==> src/rtl/id_ex_stage.sv <==
//==============================================================================
// Module   : id_ex_stage
// Purpose  : ID/EX pipeline register with load-use bubble insertion, stall and
//            flush handling, and a saturating hazard-bubble counter.
//            Hazard detection and the counter are present only when the
//            HAZARD_DETECT_EN macro is defined.
// Revision : 1.0
//==============================================================================
`default_nettype none

module id_ex_stage #(
  parameter int DATA_W = 32,
  parameter int REG_AW = 5,
  parameter int CNT_W  = 16
) (
  input  logic              clk,
  input  logic              reset_n,
  input  logic              id_valid,
  input  logic              id_regWrite,
  input  logic              id_regDst,
  input  logic              id_ALUSrc,
  input  logic              id_branch,
  input  logic              id_memWrite,
  input  logic              id_memToReg,
  input  logic              id_memRead,
  input  logic              id_jump,
  input  logic [3:0]        id_ALUCntrl,
  input  logic [DATA_W-1:0] id_rs_data,
  input  logic [DATA_W-1:0] id_rt_data,
  input  logic [DATA_W-1:0] id_imm,
  input  logic [DATA_W-1:0] id_pc4,
  input  logic [REG_AW-1:0] id_rs,
  input  logic [REG_AW-1:0] id_rt,
  input  logic [REG_AW-1:0] id_rd,
  input  logic              ex_stall,
  input  logic              flush,
  output logic              ex_valid,
  output logic              ex_regWrite,
  output logic              ex_regDst,
  output logic              ex_ALUSrc,
  output logic              ex_branch,
  output logic              ex_memWrite,
  output logic              ex_memToReg,
  output logic              ex_memRead,
  output logic              ex_jump,
  output logic [3:0]        ex_ALUCntrl,
  output logic [DATA_W-1:0] ex_rs_data,
  output logic [DATA_W-1:0] ex_rt_data,
  output logic [DATA_W-1:0] ex_imm,
  output logic [DATA_W-1:0] ex_pc4,
  output logic [REG_AW-1:0] ex_rs,
  output logic [REG_AW-1:0] ex_rt,
  output logic [REG_AW-1:0] ex_rd,
  output logic              id_hold,
  output logic [CNT_W-1:0]  bubble_cnt
);

  localparam int WORD_W = 1 + 8 + 4 + 4 * DATA_W + 3 * REG_AW;

  logic [WORD_W-1:0] id_word;
  logic [WORD_W-1:0] ex_word_d;
  logic [WORD_W-1:0] ex_word_q;
  logic              hazard;

  // The whole execute slot travels as one vector so bubble/hold/load stay uniform.
  assign id_word = {id_valid, id_regWrite, id_regDst, id_ALUSrc, id_branch,
                    id_memWrite, id_memToReg, id_memRead, id_jump, id_ALUCntrl,
                    id_rs_data, id_rt_data, id_imm, id_pc4, id_rs, id_rt, id_rd};

  assign {ex_valid, ex_regWrite, ex_regDst, ex_ALUSrc, ex_branch,
          ex_memWrite, ex_memToReg, ex_memRead, ex_jump, ex_ALUCntrl,
          ex_rs_data, ex_rt_data, ex_imm, ex_pc4, ex_rs, ex_rt, ex_rd} = ex_word_q;

`ifdef HAZARD_DETECT_EN
  logic             uses_rt;
  logic [CNT_W-1:0] bubble_cnt_d;
  logic [CNT_W-1:0] bubble_cnt_q;

  assign uses_rt = id_regDst | id_memWrite | id_branch;
  assign hazard  = ex_valid & ex_memRead & (ex_rt != '0) & id_valid &
                   ((ex_rt == id_rs) | (uses_rt & (ex_rt == id_rt)));

  // Only hazard bubbles are counted; flush and stall take priority over them.
  always_comb begin
    bubble_cnt_d = bubble_cnt_q;
    if (!flush && !ex_stall && hazard && (bubble_cnt_q != '1)) begin
      bubble_cnt_d = bubble_cnt_q + {{(CNT_W-1){1'b0}}, 1'b1};
    end
  end

  always_ff @(posedge clk or negedge reset_n) begin
    if (!reset_n) begin
      bubble_cnt_q <= '0;
    end else begin
      bubble_cnt_q <= bubble_cnt_d;
    end
  end

  assign bubble_cnt = bubble_cnt_q;
`else
  assign hazard     = 1'b0;
  assign bubble_cnt = '0;
`endif

  // A squashed decode slot cannot hazard, so flush masks the hazard term.
  assign id_hold = flush ? ex_stall : (ex_stall | hazard);

  always_comb begin
    ex_word_d = ex_word_q;
    if (flush) begin
      ex_word_d = '0;
    end else if (ex_stall) begin
      ex_word_d = ex_word_q;
    end else if (hazard || !id_valid) begin
      ex_word_d = '0;
    end else begin
      ex_word_d = id_word;
    end
  end

  always_ff @(posedge clk or negedge reset_n) begin
    if (!reset_n) begin
      ex_word_q <= '0;
    end else begin
      ex_word_q <= ex_word_d;
    end
  end

endmodule

`default_nettype wire
==> config.mk <==
export PLATFORM = sky130hd
export DESIGN_NAME = id_ex_stage
export DESIGN_NICKNAME = d
export VERILOG_FILES = /design/src/rtl/id_ex_stage.sv
export SDC_FILE = /design/constraint.sdc
export NUM_CORES = 1
export LEC_CHECK = 0
export BUFFER_PORTS_ARGS = -buffer_cell sky130_fd_sc_hd__buf_2
export CAP_MARGIN = 5
export CORE_AREA = 3 3 127 129
export CTS_CLUSTER_SIZE = 24
export DETAILED_ROUTE_END_ITERATION = 10
export DIE_AREA = 0 0 130 132
export HOLD_SLACK_MARGIN = 0.06
export PLACE_DENSITY = 0.72
export SLEW_MARGIN = 20
export SYNTH_ARGS = -nofsm -noshare
export SYNTH_HDL_FRONTEND = slang
export SYNTH_SLANG_ARGS = --single-unit
==> constraint.sdc <==
create_clock -name clk -period 2.05 [get_ports clk]
set_clock_uncertainty 0.1 [all_clocks]
set_input_delay 0.5125 -clock clk [delete_from_list [all_inputs] [get_ports clk]]
set_output_delay 0.5125 -clock clk [all_outputs]
set_load 0.02 [all_outputs]
# Word-level counts from Yosys, hierarchy flattened

Index checks and enable logic that the tools add are counted.

Eq/ne operators: 1
Multiplexer cells: 3

Operator list:

| operator                                                         | count |
|---|---|
| 156-bit 2-to-1 mux                                               | 3 |
| 2-bit by 1-bit != test with 1-bit output (second input constant) | 1 |

Register bits: 156
Input bits: 160
Output and inout bits: 173
Word-level logic and storage cells: 5

# Longest topological paths before layout

Depth in word-level cells: 3
Gate-level depth with buffers: 5
Depth with buffers taken out: 2

# Least setup slack after synthesis

OpenSTA, ideal clock, no wires.

Kind: input-to-reg
Start: input id_valid
End: register ex_word_q[100]
Library setup time: 0.122 ns
Arrival: 1.293 ns
Required time: 1.828 ns
Setup slack: 0.535 ns
Cell stages on the path: 5
Path buffers: 3
Path through: nor2b_1 buf_2 buf_6 buf_2 a32o_1

Word-level cells in the longest chain between the ends: 3

Ends and longest elaborated chain:

| what                 | RTL line | RTL |
|---|---|---|
| from (decl)          | 18       | `input logic id_valid,` |
| 156-bit 2-to-1 mux   | 114      | `end else if (hazard \|\| !id_valid) begin` |
| 156-bit 2-to-1 mux   | 112      | `end else if (ex_stall) begin` |
| 156-bit 2-to-1 mux   | 110      | `if (flush) begin` |
| to (signal assigned) | 125      | `ex_word_q <= ex_word_d;` |
| to (decl)            | 62       | `logic [WORD_W-1:0] ex_word_q;` |

No other way between the ends. The select of a mux whose other input is x is not followed.
A chain may end at the register's enable or synchronous reset.

# Worst setup path in the final report

Start: register ex_word_q[144]
End: output ex_ALUCntrl[1]

RTL lines:

| what      | RTL line | RTL |
|---|---|---|
| to (decl) | 46       | `output logic [3:0] ex_ALUCntrl,` |

No word-level cell between the ends.

==> results.yml <==
sta:
  fin_tns_setup_ps: 0
  drv_slew: 0
  fin_crit_ps: 1603
  setup_viol: 0
  fmax_ghz: 0.6237
  rsz0062_at_grt: "no"
  finalHoldViolations: 0
  period_share: 0.7821
floorplan:
  coreArea_mm2: 0.01515
  ios: 333
  rows: 45
  die_area_mm2: 0.01716
  dieWidth_um: 130
  die_y_um: 132
  initial_utilization: 0.3886
cells_and_area:
  fin_nets: 846
  largest_register_ffs: 156
  finish.instance_area_mm2: 0.008283
  syn2layout_area_growth_pct: 40.73
  top_register: "ex_word_q"
  drive_gt1_frac: 0.5222
  largest_registers: "ex_word_q: 156 flops"
clocking:
  cts_setup_buffers: 0
  clock-sinks: 156
  cts.path.max_buffers: 2
  clk_latency_ps: 410
  cts_max_level: 4
  cts_resized: 0
  clk_pin_slew_ps: 70
  numCtsBuffers: 17
  cts_root_buf: "clkbuf_16"
  cts_tree: "done"
  cts_hold_buf: 1
drt:
  drt_iter0_markers: 276
  drc: 0
  routed_wirelength_um: 16850
  avgViaCountPerCell: 5.495
  ant_nets: 0
  wl_per_cell_um: 18.97
  num_vias: 4880
  dr.pass1.iters: 5
global_routing:
  overflow: 0
  grt_pass1_vias: 5016
  grt_max_degree: 77
  antenna_found_initial: 1
  grt_pass1_wl_um: 25880
  track_usage: 0.1926
power:
  p_leak_nw: 4.390
  ir_drop_mv: 0.5180
  p_per_area_mw_per_mm2: 908.8
status:
  outcome: "finished clean"
placed_design:
  dpl_cell_area_mm2: 0.007625
  io_buffers: 316
  hpwlAfterDp_um: 12110
  gp_congestion: 0.7512
synthesis:
  synthesis.area_mm2: 0.005886
  yosys.area.top_type_share: 0.6633
  ys_seq_elements: 156
  yosys_warnings: 0
  synth.yosys.seq_area_share: 0.6633
  async_reset_ff_frac: 1.000
  synth.area.top_cells: "dfrtp_1 66%, a32o_1 26%, buf_4 3.1%"
  synth_most_common_cell: "dfrtp_1"
  avgSynthCellArea_um2: 15.25
  ys_types: 14
  synth_ff_type: "dfrtp_1"
  synth_edf_count: 0
  yosys.area.top_type: "dfrtp_1"
  netlist_instances: 386
  synthTopCellsByCount: "156 x dfrtp_1, 154 x a32o_1, 27 x buf_2"
critical_path:
  critical_path_buf_inv_count: 1
  path_cells: "buf_2"
  critPathSlowestCell: "dfrtp_1"
  worst_setup_path_start_kind: "flip-flop"
  crit_type: "flip-flop to output port"
  crit_family: "flip-flops"
  cp_data_required_time_ps: 1440
  setup.worst_path.end_class: "output port"
  critPathMaxStageDelay_ps: 400
  cp.arrival_ps: 990
  cp_max_fo: 2
run:
  cap_violations: 0
hold_path:
  holdCritPathClass: "primary input to flip-flop"
==> routing by layer <==
metal  GRT usage  part of all wire  wire length, um  vias to the layer above
li1            -                 -                -                     2171
met1      0.2149              0.36             6140                     2422
met2      0.3235              0.51             8536                      257
met3     0.07901              0.11             1778                       30
met4     0.07968             0.023              390                        0
met5           0                 0                0                        -
==> report_power, final <==
group          internal (W)  switching [W]
combinational      0.000330       0.000519
clock               0.00217        0.00125
sequential          0.00319      0.0000607
total               0.00570        0.00183
==> layout make-up <==
class	count	area (um2)
Antenna cell	1	2.502
Clock buffer	19	432.9
Clock inverter	13	212.7
Fill cell	1254	6863
Inverter	1	6.256
Multi-Input combinational cell	177	1659
Sequential cell	156	3904
Tap cell	188	235.2
Timing Repair Buffer	333	1831
==> cells in the final DEF (no fill, tap or decap), types with 3 or more instances in the layout <==
cell type / n
a32o_1: 154
buf_12: 9
buf_2: 315
buf_4: 7
bufinv_16: 5
clkbuf_16: 17
clkinvlp_4: 3
conb_1: 16
dfrtp_1: 156
==> cell families (layout without fill, tap and decap cells) <==
group / Yosys count / in the layout / share of synthesized area
flip-flops: 156 / 156 / 0.6633
AO/OA/AOI/OAI: 155 / 155 / 0.2628
buffers and inverters: 68 / 366 / 0.06696
AND/OR/NAND/NOR: 5 / 5 / 0.004676
other: 1 / 17 / 0.0006371
multiplexers: 1 / 1 / 0.001701
==> per-stage QoR <==
| stage | util | cells | power (W) | hold slack [ps] | setup slack [ps] |
|---|---|---|---|---|---|
| CTS | 0.5467 | 887 | 0.007626 | 211.7 | 421.8 |
| detailed placement | 0.5034 | 854 | 0.004166 | 356.2 | 272.8 |
| floorplan | - | 401 | 0.003759 | 116.9 | 535.0 |
| global route | 0.5469 | 888 | 0.007834 | 216.5 | 399.7 |
| finish | 0.5469 | 888 | 0.007528 | 236.0 | 446.8 |
| global placement | 0.5034 | 854 | 0.004139 | 347.8 | 340.9 |
==> worst paths after layout <==
check / from / cells past startpoint / slack (ps) / end
max in group asynchronous: reset_n / 3 / 770 / ex_word_q[25]
worst max-delay path: ex_word_q[144] / 1 / 450 / ex_ALUCntrl[1]
worst max register to register: ex_word_q[68] / 1 / 1210 / ex_word_q[68]
worst min-delay path: id_imm[15] / 2 / 240 / ex_word_q[62]
worst min register to register: ex_word_q[136] / 1 / 380 / ex_word_q[136]
min in group asynchronous: reset_n / 2 / 500 / ex_word_q[121]
Power figures use the tool's default switching activity.
